**config.mk**
```make
export PLATFORM = sky130hd
export DESIGN_NAME = bcd_serial_subtractor_flat
export DESIGN_NICKNAME = d
export VERILOG_FILES = /design/src/rtl/bcd_pkg.sv /design/src/rtl/bcd_serial_subtractor_if.sv /design/src/rtl/bcd_sub_digit.sv /design/src/rtl/bcd_serial_subtractor.sv /design/src/flat_wrapper.sv
export SDC_FILE = /design/constraint.sdc
export NUM_CORES = 1
export LEC_CHECK = 0
export CAP_MARGIN = 5
export CORE_MARGIN = 8
export CORE_UTILIZATION = 55
export CTS_CLUSTER_SIZE = 28
export DETAILED_ROUTE_END_ITERATION = 16
export HOLD_SLACK_MARGIN = 0.03
export PLACE_DENSITY = 0.9
export SLEW_MARGIN = 10
export SYNTH_ARGS = -nofsm -noshare
export SYNTH_HDL_FRONTEND = slang
export SYNTH_SLANG_ARGS = --single-unit
```
**constraint.sdc**
```tcl
create_clock -name clk -period 3.4 [get_ports clk]
set_input_delay 0.85 -clock clk [delete_from_list [all_inputs] [get_ports clk]]
set_output_delay 0.85 -clock clk [all_outputs]
set_load 0.05 [all_outputs]
```
**src/rtl/bcd_pkg.sv**
```systemverilog
// Shared definitions for the digit-serial BCD subtractor: FSM states, BCD limits, fault codes.
package bcd_pkg;

  typedef enum logic [1:0] {
    IDLE = 2'd0,
    RUN  = 2'd1,
    DONE = 2'd2
  } state_t;

  localparam logic [3:0] BCD_MAX   = 4'd9;
  localparam logic [3:0] BCD_RADIX = 4'd10;

  // Code 2'b11 is not listed: it behaves exactly like FLT_NONE.
  localparam logic [1:0] FLT_NONE   = 2'b00;
  localparam logic [1:0] FLT_NOCORR = 2'b01;
  localparam logic [1:0] FLT_BINV   = 2'b10;

  function automatic logic digit_bad(input logic [3:0] v);
    return v > BCD_MAX;
  endfunction

endpackage

```
**src/rtl/bcd_serial_subtractor_if.sv**
```systemverilog
// Operand (in_*) and result (out_*) valid/ready handshakes of the serial BCD subtractor.
// The master side supplies operands and consumes results; the slave side is the subtractor.
interface bcd_serial_subtractor_if #(
  parameter int NDIGITS = 4
);
  logic                   in_valid;
  logic                   in_ready;
  logic [4*NDIGITS-1:0]   a;
  logic [4*NDIGITS-1:0]   b;
  logic [1:0]             fault;
  logic                   out_valid;
  logic                   out_ready;
  logic [4*NDIGITS-1:0]   diff;
  logic                   neg;
  logic                   err;

  modport master (
    output in_valid, a, b, fault, out_ready,
    input  in_ready, out_valid, diff, neg, err
  );

  modport slave (
    input  in_valid, a, b, fault, out_ready,
    output in_ready, out_valid, diff, neg, err
  );
endinterface

```
**src/rtl/bcd_sub_digit.sv**
```systemverilog
// One BCD digit of A - B with borrow in/out; combinational, no handshake.
// Fault 01 drops the +10 correction, fault 10 inverts the borrow handed to the next digit.
module bcd_sub_digit
  import bcd_pkg::*;
(
  input  logic [3:0] a_i,
  input  logic [3:0] b_i,
  input  logic       bin,
  input  logic [1:0] fault,
  output logic [3:0] d,
  output logic       bout
);

  logic [4:0] raw;

  always_comb begin
    raw = {1'b0, a_i} - {1'b0, b_i} - {4'b0000, bin};
    d   = raw[3:0];
    if (raw[4] && (fault != FLT_NOCORR)) begin
      d = raw[3:0] + BCD_RADIX;
    end
    bout = (fault == FLT_BINV) ? ~raw[4] : raw[4];
  end

endmodule

```
**src/rtl/bcd_serial_subtractor.sv**
```systemverilog
// Digit-serial BCD A - B, LS digit first; result (ten's complement when A < B) valid NDIGITS edges after accept.
// One operation at a time: operands accepted only in IDLE, result held in DONE until out_ready.
module bcd_serial_subtractor
  import bcd_pkg::*;
#(
  parameter int NDIGITS = 4
) (
  input  logic                          clk,
  input  logic                          rst_n,
  bcd_serial_subtractor_if.slave        bus
);

  localparam int W    = 4 * NDIGITS;
  localparam int IDXW = (NDIGITS > 1) ? $clog2(NDIGITS) : 1;
  localparam logic [IDXW-1:0] LAST = IDXW'(NDIGITS - 1);

  state_t          state;
  state_t          state_nxt;

  logic [W-1:0]    a_sr;
  logic [W-1:0]    b_sr;
  logic [W-1:0]    acc;
  logic [W-1:0]    acc_nxt;
  logic [W-1:0]    diff_q;
  logic [1:0]      fault_q;
  logic [IDXW-1:0] idx;
  logic            borrow;
  logic            err_acc;
  logic            neg_q;
  logic            err_q;
  logic            in_err;

  logic [3:0]      d;
  logic            bout;

  logic            in_ready_c;
  logic            out_valid_c;
  logic            accept;
  logic            last_digit;

  bcd_sub_digit u_digit (
    .a_i   (a_sr[3:0]),
    .b_i   (b_sr[3:0]),
    .bin   (borrow),
    .fault (fault_q),
    .d     (d),
    .bout  (bout)
  );

  assign accept     = bus.in_valid && in_ready_c;
  assign last_digit = (state == RUN) && (idx == LAST);
  assign acc_nxt    = {d, acc[W-1:4]};

  // Invalid digits are flagged up front so the result can be forced to zero on DONE entry.
  always_comb begin
    in_err = 1'b0;
    for (int i = 0; i < NDIGITS; i++) begin
      in_err = in_err | digit_bad(bus.a[4*i +: 4]) | digit_bad(bus.b[4*i +: 4]);
    end
  end

  always_ff @(posedge clk) begin
    if (!rst_n) begin
      state <= IDLE;
    end else begin
      state <= state_nxt;
    end
  end

  always_comb begin
    state_nxt = state;
    unique case (state)
      IDLE: if (accept) state_nxt = RUN;
      RUN:  if (idx == LAST) state_nxt = DONE;
      DONE: if (bus.out_ready) state_nxt = IDLE;
      default: state_nxt = IDLE;
    endcase
  end

  always_comb begin
    in_ready_c  = (state == IDLE);
    out_valid_c = (state == DONE);
  end

  always_ff @(posedge clk) begin
    if (!rst_n) begin
      a_sr    <= '0;
      b_sr    <= '0;
      acc     <= '0;
      diff_q  <= '0;
      fault_q <= FLT_NONE;
      idx     <= '0;
      borrow  <= 1'b0;
      err_acc <= 1'b0;
      neg_q   <= 1'b0;
      err_q   <= 1'b0;
    end else if (accept) begin
      a_sr    <= bus.a;
      b_sr    <= bus.b;
      fault_q <= bus.fault;
      idx     <= '0;
      borrow  <= 1'b0;
      err_acc <= in_err;
    end else if (state == RUN) begin
      a_sr   <= a_sr >> 4;
      b_sr   <= b_sr >> 4;
      acc    <= acc_nxt;
      borrow <= bout;
      idx    <= idx + 1'b1;
      // Visible outputs move only here, so they stay stable through RUN and DONE.
      if (last_digit) begin
        diff_q <= err_acc ? '0 : acc_nxt;
        neg_q  <= err_acc ? 1'b0 : bout;
        err_q  <= err_acc;
      end
    end
  end

  assign bus.in_ready  = in_ready_c;
  assign bus.out_valid = out_valid_c;
  assign bus.diff      = diff_q;
  assign bus.neg       = neg_q;
  assign bus.err       = err_q;

endmodule

```
**src/flat_wrapper.sv**
```systemverilog
// flat-port wrapper written by rule: the top's interface ports become plain ports
module bcd_serial_subtractor_flat import bcd_pkg::*;
#(
  parameter int NDIGITS = 4
)
  (clk, rst_n, bus_in_valid, bus_a, bus_b, bus_fault, bus_out_ready, bus_in_ready, bus_out_valid, bus_diff, bus_neg, bus_err);
  bcd_serial_subtractor_if #(.NDIGITS(NDIGITS)) bus_i ();
  input  logic clk;
  input  logic rst_n;
  input wire logic [$bits(bus_i.in_valid)-1:0] bus_in_valid;
  input wire logic [$bits(bus_i.a)-1:0] bus_a;
  input wire logic [$bits(bus_i.b)-1:0] bus_b;
  input wire logic [$bits(bus_i.fault)-1:0] bus_fault;
  input wire logic [$bits(bus_i.out_ready)-1:0] bus_out_ready;
  output wire logic [$bits(bus_i.in_ready)-1:0] bus_in_ready;
  output wire logic [$bits(bus_i.out_valid)-1:0] bus_out_valid;
  output wire logic [$bits(bus_i.diff)-1:0] bus_diff;
  output wire logic [$bits(bus_i.neg)-1:0] bus_neg;
  output wire logic [$bits(bus_i.err)-1:0] bus_err;
  assign bus_i.in_valid = bus_in_valid;
  assign bus_i.a = bus_a;
  assign bus_i.b = bus_b;
  assign bus_i.fault = bus_fault;
  assign bus_i.out_ready = bus_out_ready;
  assign bus_in_ready = bus_i.in_ready;
  assign bus_out_valid = bus_i.out_valid;
  assign bus_diff = bus_i.diff;
  assign bus_neg = bus_i.neg;
  assign bus_err = bus_i.err;
  bcd_serial_subtractor #(.NDIGITS(NDIGITS)) u_core (.clk(clk), .rst_n(rst_n), .bus(bus_i));
endmodule
```
# Word-level counts from Yosys, hierarchy flattened
# Index checks and enable logic that the tools add are counted.
totals:
  inputBits: 38
  regBits: 74
  out_inout_bits: 20
op_classes:
  addsub: 4
  n_eq_ne: 8
  n_lt_le_gt_ge: 8
  n_mux: 12
  bitwise: 10
  reduce_logical: 9
op_table:
  columns: ["op", "count"]
  rows:
  - ["$mux W16", 5]
  - ["$gt A4 B4 Y1 const B", 8]
  - ["$or A1 B1 Y1", 7]
  - ["$eq A2 B2 Y1 const B", 3]
  - ["$mux W2", 3]
  - ["$ne A2 B2 Y1 const B", 3]
  - ["$pmux W2 S3", 1]
  - ["$reduce_and A3 Y1", 2]
  - ["$sub A4 B4 Y5", 1]
  - ["$sub A5 B1 Y5", 1]
  - ["$add A4 B4 Y4 const B", 1]
  - ["$mux W4", 1]
  - ["$logic_and A1 B1 Y1", 3]
  - ["$not A1 Y1", 3]
  - ["$add A2 B1 Y2 const B", 1]
  - ["$eq A2 B1 Y1 const B", 1]
  - ["$logic_not A2 Y1", 1]
  - ["$mux W1", 2]
  - ["$ne A2 B1 Y1 const B", 1]
  - ["$reduce_and A2 Y1", 1]
  - ["$reduce_bool A2 Y1", 1]
  - ["$reduce_or A2 Y1", 1]

# Longest topological paths before layout
# Gate-level depths: netlist of run 1.
logic_depth:
  word_depth: 8
  depth_mapped: 9

# By module
# From an unflattened synthesis of run 1, not the netlist that was laid out.
hier_totals:
  hier_cells: 365
  hier_area_um2: 3084.2
modules_own_cells:
  columns: ["module", "seq_area_each_um2", "area_each_um2", "n_inst", "cells_per_inst"]
  rows:
  - ["bcd_serial_subtractor", 1401.3, 2743.9, 1, 324]
  - ["bcd_sub_digit", 0.0, 340.3, 1, 41]

# Worst setup path after synthesis of run 1
# OpenSTA, ideal clock, no wires.
synth_timing:
  path_kind: "register to register"
  from: "register u_core.borrow"
  to: "register u_core.diff_q[15], in the netlist u_core.bus.diff[15]"
  setup_time_ns: 0.123
  synth_period_minus_slack_ns: 2.212
  path_stages_with_launch: 9
  path_buffers: 0
  setup_slack_ns: 1.188
  arrival_time_ns: 2.089
  cell_sequence: "dfxtp_1 -> inv_1 -> fa_1 -> fa_1 -> xor2_1 -> ha_1 -> and4bb_2 -> xnor2_1 -> o21ai_0"
synth_between:
  elab_chain_cells: 4
synth_lines:
  columns: ["item", "line", "source"]
  rows:
  - ["start: declaration", "bcd_serial_subtractor.sv:27", "logic borrow;"]
  - ["start signal: assignment", "bcd_serial_subtractor.sv:108", "borrow <= bout;"]
  - ["$sub A5 B1 Y5 *", "bcd_sub_digit.sv:17", "raw = {1'b0, a_i} - {1'b0, b_i} - {4'b0000, bin};"]
  - ["$add A4 B4 Y4 / $logic_and A1 B1 Y1 (equally long branches)", "bcd_sub_digit.sv:20, bcd_sub_digit.sv:19", null]
  - ["$mux W4 *", "bcd_sub_digit.sv:19", "if (raw[4] && (fault != FLT_NOCORR)) begin"]
  - ["$mux W16 *", "bcd_serial_subtractor.sv:112", "diff_q <= err_acc ? '0 : acc_nxt;"]
  - ["end signal: assignment", "bcd_serial_subtractor.sv:112", null]
  - ["end: declaration", "bcd_serial_subtractor.sv:24", "logic [W-1:0] diff_q;"]
# Every way passes the cells marked *; elsewhere a longest branch is shown, timed or not.
# A chain may end at the register's enable or synchronous reset.

# Final worst setup path of run 1
layout_timing:
  from: "register u_core.state[1]"
  to: "output port bus_out_valid"
layout_between:
  elab_chain_cells: 1
layout_lines:
  columns: ["item", "line", "source"]
  rows:
  - ["start: declaration", "bcd_serial_subtractor.sv:17", "state_t state;"]
  - ["start signal: assignment", "bcd_serial_subtractor.sv:66", "state <= state_nxt;"]
  - ["$eq A2 B2 Y1", "bcd_serial_subtractor.sv:82", "out_valid_c = (state == DONE);"]
  - ["end: declaration", "flat_wrapper.sv:16", "output wire logic [$bits(bus_i.out_valid)-1:0] bus_out_valid;"]
# No other way between the ends.

==> results of run 1 <==
[power by group through the flow]
stage / sequential (mW) / clock, mW / combinational [mW]
2_1_floorplan: 0.895 / 0 / 0.222
3_3_place_gp: 0.907 / 0 / 0.286
3_5_place_dp: 0.909 / 0 / 0.300
4_1_cts: 0.891 / 0.755 / 0.302
5_1_grt: 0.895 / 0.793 / 0.335
6_report: 0.892 / 0.755 / 0.303
[worst max path at each step]
stage	startpoint	slack (ps)	depth (start not counted)	end
after floorplan	u_core.borrow	1190	8	u_core.bus.diff[15]
after global placement	u_core.borrow	1140	8	u_core.acc[15]
after global routing	u_core.state[1]	640	2	bus_out_valid
after CTS	u_core.state[1]	730	2	bus_out_valid
final	u_core.state[1]	740	2	bus_out_valid
after detailed placement	u_core.borrow	1030	8	u_core.acc[15]
[stage by stage]
step,hold slack (ps),util,power (mW)
finish,458,0.685,1.95
global route,477,0.685,2.02
CTS,459,0.685,1.95
detailed placement,448,0.646,1.21
global placement,441,0.646,1.19
floorplan,431,-,1.12
[routing by layer]
metal	part of all wire	up-vias	global-route usage
met5	0	-	0
met4	0.018	0	0.0725
met3	0.058	12	0.0607
met2	0.50	64	0.290
met1	0.42	1269	0.201
li1	-	1316	-
[registers in the layout, summed over array words and instances, names as in the netlist]
| register | cells |
|---|---|
| u_core.a_sr | 16 |
| u_core.acc | 12 |
| u_core.b_sr | 16 |
| u_core.borrow | 1 |
| u_core.bus.diff | 16 |
| u_core.bus.err | 1 |
| u_core.bus.neg | 1 |
| u_core.err_acc | 1 |
| u_core.fault_q | 2 |
| u_core.idx | 2 |
| u_core.state | 2 |
[cell usage in the layout (no fill, tap or decap), drive strengths merged]
master,count
clkdlybuf4s50,56
nor2b,16
buf,3
nand3b,3
nand4,2
o21a,1
dfxtp,70
and2,1
nand2,62
nand4b,1
clkinv,2
clkinvlp,2
xnor2,5
a32o,1
nand3,13
bufinv,2
clkbuf,10
mux2i,1
o21ai,16
o211a,1
nor3b,12
nand2b,5
o221a,1
nor3,2
a21oi,18
a21boi,44
nor2,6
inv,10
xor2,3
and4bb,1
a22oi,24
fa,2
ha,8
[layout make-up]
| class | instances | area, um^2 |
|---|---|---|
| Timing Repair Buffer | 59 | 581 |
| Sequential cell | 70 | 1400 |
| Multi-Input combinational cell | 249 | 1650 |
| Clock inverter | 6 | 85.1 |
| Fill cell | 457 | 1830 |
| Clock buffer | 10 | 138 |
| Tap cell | 75 | 93.8 |
| Inverter | 10 | 37.5 |
[critical path, delay by kind of cell (launching register included)]
family        cells  cell delay [ps]
buf+inv           1              840
flops             1              420
simple gates      1              200
[cell families after synthesis]
| family | share of synthesized area |
|---|---|
| flops | 0.434 |
| mux | 0.00310 |
| compound gates | 0.223 |
| simple gates | 0.217 |
| xor+xnor | 0.0217 |
| buf+inv | 0.0588 |
| fa+ha+maj | 0.0434 |
==> metrics.md, run 1 <==
| Metric | Value |
|---|---|
| Global route overflow | 0 |
| Final Hold Viols | 0 |
| Pre-Repair DR Iteration Count | 5 |
| Lkg Pwr | about 1.4 nW |
| Post-synth EDFFs | 0 |
| Crit-path max FO | 4 |
| Post-CTS sizing | 0 |
| Vias in the first global route | ~2600 |
| # DRC | 0 |
| Post-Place Setup Slack | between 1000 and 1500 ps |
| Row count | 28 |
| CTS Root Buffer Type | clkbuf_8 |
| Worst R2R Path Depth | 8 |
| First-pass GRT wire length | ~12000 um |
| MaxCap Viol Count | 0 |
| Maximum number of pins on one net before global-route repair | between 50 and 60 |
| Commonest cells in the synthesized netlist | 70 x dfxtp_1, 61 x nand2_1, 24 x a21boi_0, 24 x a22oi_1, 20 x a21boi_1 |
| HP Start | u_core.a_sr[6] |
| Die area | 8580 um^2 |
| Vias/cell | approximately 5.6 |
| Final setup TNS | 0 ps |
| RR Endpoint | u_core.acc[15] |
| Clock Path Buffers | 2 |
| Slowest cell delay on critical path | about 840 ps |
| Setup violators final | 0 |
| Crit path arrival time | around 1800 ps |
| Mean cell area of the mapped netlist | roughly 9.1 um^2 |
| Final ANT Viol Nets | 0 |
| Worst R2R Start | u_core.borrow |
| Tcrit/Tclk final | 0.783 |
| Nets | 447 |
| Global placement routability congestion | 0.810 |
| Setup CP Type | flip-flop to primary output |
| Dpl hpwl | roughly 5000 um |
| Initial antenna violation count | 0 |
| Yosys warnings | 0 |
| I/O pin count | between 50 and 60 |
| Die Width | between 90 and 100 um |
| Endpoint class of the critical path | primary output |
| Pint | approximately 1.4 mW |
| Async SR Flop Fraction | 0 |
| CTS tree | built |
| Drt initial violations | between 150 and 200 |
| GRT Resource Usage Total | 0.175 |
| Slew margin rel. | 0.483 |
| Synth area leader | dfxtp_1 |
| Max rail drop VDD | around 0.28 mV |
| Net Count, Synth | between 400 and 500 |
| Clock skew | 5.48 ps |
| Chip Height | 92.7 um |
| Final WS setup | roughly 740 ps |
| Postcts setup bufs | 0 |
| Synth area leaders | dfxtp_1 43%, nand2_1 7.1%, a21boi_0 5.6% |
| Cells after DPL | 463 |
| Count leader, synth | dfxtp_1 |
| Share of layout cells above drive strength 1 | 0.0916 |
| Synth-to-Final Area Change | 23.2% |
| Cts bufs inserted | 9 |
| Layout Cells excl Fill | 479 |
| Post-synth top area share | 0.434 |
| Vias | about 2700 |
| Post-DP Area | around 3800 um^2 |
| Max H-tree Level | 3 |
| Clk sinks | 70 |
| Highest clock rate | approximately 380 MHz |
| Required time of the critical path | 2550 ps |
| Cells on Worst Hold Path | 2 |
| Skew-Pair Late Insertion Delay | about 350 ps |
| Core Region | approximately 5800 um^2 |
| CP startpoint kind | flip-flop |
| Wire length per cell | roughly 15 um |
| Clock network power share | 0.387 |
| Synthesis-stage register bit count | 70 |
| Distinct cells, synth | 40 |
| Min-delay worst type | flip-flop to flip-flop |
| P_sw | 0.518 mW |
| Top FF cell, synth | dfxtp_1 |
| CTS clk-pin slew, worst paths | ~70 ps |
| Count of buffers from port buffering | 57 |
| PD cells | 490 nW/um^2 |
| Post-Syn Area | about 3200 um^2 |
| Post-route minimum period | 2660 ps |
| Sequential Power Share | 0.457 |
| Initial Util | 0.556 |
| Worst Max-Slew Pin Slew | about 770 ps |
| Cells after Synth | between 300 and 400 |
| Hold buffers post-CTS | 0 |
| Status | completed |
| Ant diodes | 0 |
| RSZ-0062 raised after global routing | no |
| Post-synthesis sequential area ratio | 0.434 |
| Highest-delay cell along the critical path | clkdlybuf4s50_1 |
| Worst reg2reg setup slack | around 990 ps |
| Post-route cell area | roughly 4000 um^2 |
| Worst Hold Path EP | u_core.a_sr[6] |
| Crit-path cells | nor2b_1 > clkdlybuf4s50_1 |
| Combinational share of power | 0.156 |
| Max-slew violations | 0 |
| Drt total wl | 7310 um |
| Switching share of power | 0.265 |
Power figures use the tool's default switching activity.
==> run 2: changes to the inputs <==
--- a/config.mk
+++ b/config.mk
@@ -7,11 +7,11 @@
 export LEC_CHECK = 0
 export CAP_MARGIN = 5
 export CORE_MARGIN = 8
-export CORE_UTILIZATION = 55
+export CORE_UTILIZATION = 47
 export CTS_CLUSTER_SIZE = 28
 export DETAILED_ROUTE_END_ITERATION = 16
 export HOLD_SLACK_MARGIN = 0.03
-export PLACE_DENSITY = 0.9
+export PLACE_DENSITY = 0.82
 export SLEW_MARGIN = 10
 export SYNTH_ARGS = -nofsm -noshare
 export SYNTH_HDL_FRONTEND = slang
==> constraint.sdc (replaced) <==
create_clock -name clk -period 2.38 [get_ports clk]
set_input_delay 0.595 -clock clk [delete_from_list [all_inputs] [get_ports clk]]
set_output_delay 0.595 -clock clk [all_outputs]
set_load 0.05 [all_outputs]
==> metrics.md, run 2 (synthesis results as in run 1) <==
| Metric | Value |
|---|---|
| I/O pin count | 58 (unchanged) |
| Final Hold Viols | 0 (unchanged) |
| Final ANT Viol Nets | 0 (unchanged) |
| Slew margin rel. | 0.456 (-0.0274) |
| Nets | 449 (+0.45%) |
| Vias | 2608 (-2.0%) |
| Synth-to-Final Area Change | 22.5% |
| Dpl hpwl | 5050 um (about the same) |
| First-pass GRT wire length | 12200 um (+0.79%) |
| CP startpoint kind | flip-flop |
| MaxCap Viol Count | 0 (unchanged) |
| Required time of the critical path | 2580 ps (+30 ps) |
| Lkg Pwr | 1.38 nW (-0.73%) |
| GRT Resource Usage Total | 0.153 (-0.0219) |
| Clock Path Buffers | 2 (unchanged) |
| CTS Root Buffer Type | clkbuf_8 |
| Share of layout cells above drive strength 1 | 0.0965 (+0.00495) |
| Crit path arrival time | 2500 ps (+690 ps) |
| Drt total wl | 7090 um (-3.0%) |
| HP Start | u_core.a_sr[4] |
| Chip Height | 98.9 um (+6.8%) |
| Maximum number of pins on one net before global-route repair | 38 (-28%) |
| Wire length per cell | 14.6 um (-4.0%) |
| Endpoint class of the critical path | flip-flop |
| Initial Util | 0.481 (-0.0747) |
| Final core occ | 0.589 (-0.0956) |
| Setup CP Type | flip-flop to flip-flop |
| Commonest non-fill, non-tap cells in the layout | 70 x dfxtp_1, 61 x nand2_1, 55 x clkdlybuf4s50_1, 24 x a21boi_0, 24 x a22oi_1 |
| Vias in the first global route | 2656 (+2.1%) |
| Pre-Repair DR Iteration Count | 4 (-1) |
| Status | completed |
| Global placement routability congestion | 0.802 (-0.98%) |
| Highest clock rate | around 440 MHz |
| Drt initial violations | 161 (-5.3%) |
| Clock skew | 6.59 ps (+1.11 ps) |
| Core Region | 6720 um^2 (+16%) |
| Setup violators final | 0 (unchanged) |
| Skew-Pair Late Insertion Delay | 340 ps (about the same) |
| Max H-tree Level | 3 (unchanged) |
| Crit path from | u_core.borrow |
| Die Width | 98.9 um (+6.8%) |
| Count of buffers from port buffering | 57 (unchanged) |
| CTS tree | built |
| Initial antenna violation count | 0 (unchanged) |
| Worst Max-Slew Pin Slew | 816 ps (+42.1 ps) |
| Final setup TNS | 0 ps (unchanged) |
| Tcrit/Tclk final | 0.965 |
| Ant diodes | 0 (unchanged) |
| Cts bufs inserted | 9 (unchanged) |
| Die area | 9790 um^2 (+14%) |
| Worst R2R Start | u_core.borrow |
| Global route overflow | 0 (unchanged) |
| RSZ-0062 raised after global routing | no |
| Clk sinks | 70 (unchanged) |
| Commonest non-fill, non-tap cell in the layout | dfxtp_1 |
| Vias/cell | 5.39 (-3.0%) |
| Crit-path max FO | 3 (-1) |
| Post-route minimum period | 2300 ps |
| CTS clk-pin slew, worst paths | 70 ps (about the same) |
| Smallest hold slack | 455 ps (-2.65 ps) |
| Min-delay worst type | flip-flop to flip-flop |
| # DRC | 0 (unchanged) |
| Max-slew violations | 0 (unchanged) |
| Row count | 30 (+7.1%) |
| Max rail drop VDD | 0.341 mV (+22%) |
| PD cells | 634 nW/um^2 (+29%) |
==> run 2: changes by cell type in the layout (fill, tap and decap cells not counted) <==
| cell | before | now |
|---|---|---|
| buf_12 | 0 | 1 |
| buf_4 | 2 | 4 |
| bufinv_16 | 2 | 0 |
| clkbuf_1 | 0 | 2 |
| clkdlybuf4s50_1 | 56 | 55 |
| clkinvlp_4 | 2 | 0 |
| fa_1 | 2 | 0 |
| fa_2 | 0 | 2 |
| xor2_1 | 3 | 2 |
| xor2_2 | 0 | 1 |
==> run 2: path summary, 6_finish.rpt <==
check	end	slack [ps]	cells after the start
worst max register to register	u_core.acc[15]	80	8
worst max-delay path	u_core.acc[15]	80	8
worst min-delay path	u_core.a_sr[4]	460	2
worst min register to register	u_core.a_sr[4]	460	2
==> run 2: final cells by class <==
type	instances	area, um^2
Fill cell	578	2760
Multi-Input combinational cell	249	1660
Sequential cell	70	1400
Timing Repair Buffer	61	606
Clock buffer	12	145
Tap cell	80	100
Inverter	10	37.5
Clock inverter	2	10.0
==> run 2: per-stage QoR <==
| step | worst slack (ps) | instances | total power, mW | cell area, um^2 |
|---|---|---|---|---|
| final | 84.3 | 484 | 2.51 | 3960 |
| after floorplan | 168 | 355 | 1.60 | 3230 |
| after detailed placement | 5.42 | 470 | 1.73 | 3790 |
| after global routing | 5.33 | 484 | 2.63 | 3960 |
| after CTS | 37.7 | 484 | 2.52 | 3950 |
| after global placement | 101 | 470 | 1.71 | 3790 |
==> run 2: worst max-delay path, stage by stage, from the launching register on <==
cell and delay [ps]:
dfxtp_1 340, inv_1 70, fa_2 420, fa_2 430, nand2b_1 190, nor2_1 140
and4bb_2 270, xnor2_1 210, a21oi_1 100
==> run 2: metal layers <==
metal,track usage,vias up,wire (um)
li1,-,1314,-
met1,0.180,1237,3220
met2,0.252,47,3440
met3,0.0402,10,313
met4,0.0732,0,123
met5,0,-,0
==> run 2: power breakdown <==
part,internal (mW),total [mW],switching (mW)
Combinational,0.213,0.444,0.231
Clock,0.392,0.796,0.403
Sequential,1.23,1.27,0.0398
==> run 2: timing repair <==
item	CTS	global route
pin swaps	0	0
hold buffers	0	0
resized for setup	1	2
setup buffers	0	0
setup endpoints to repair	2	4
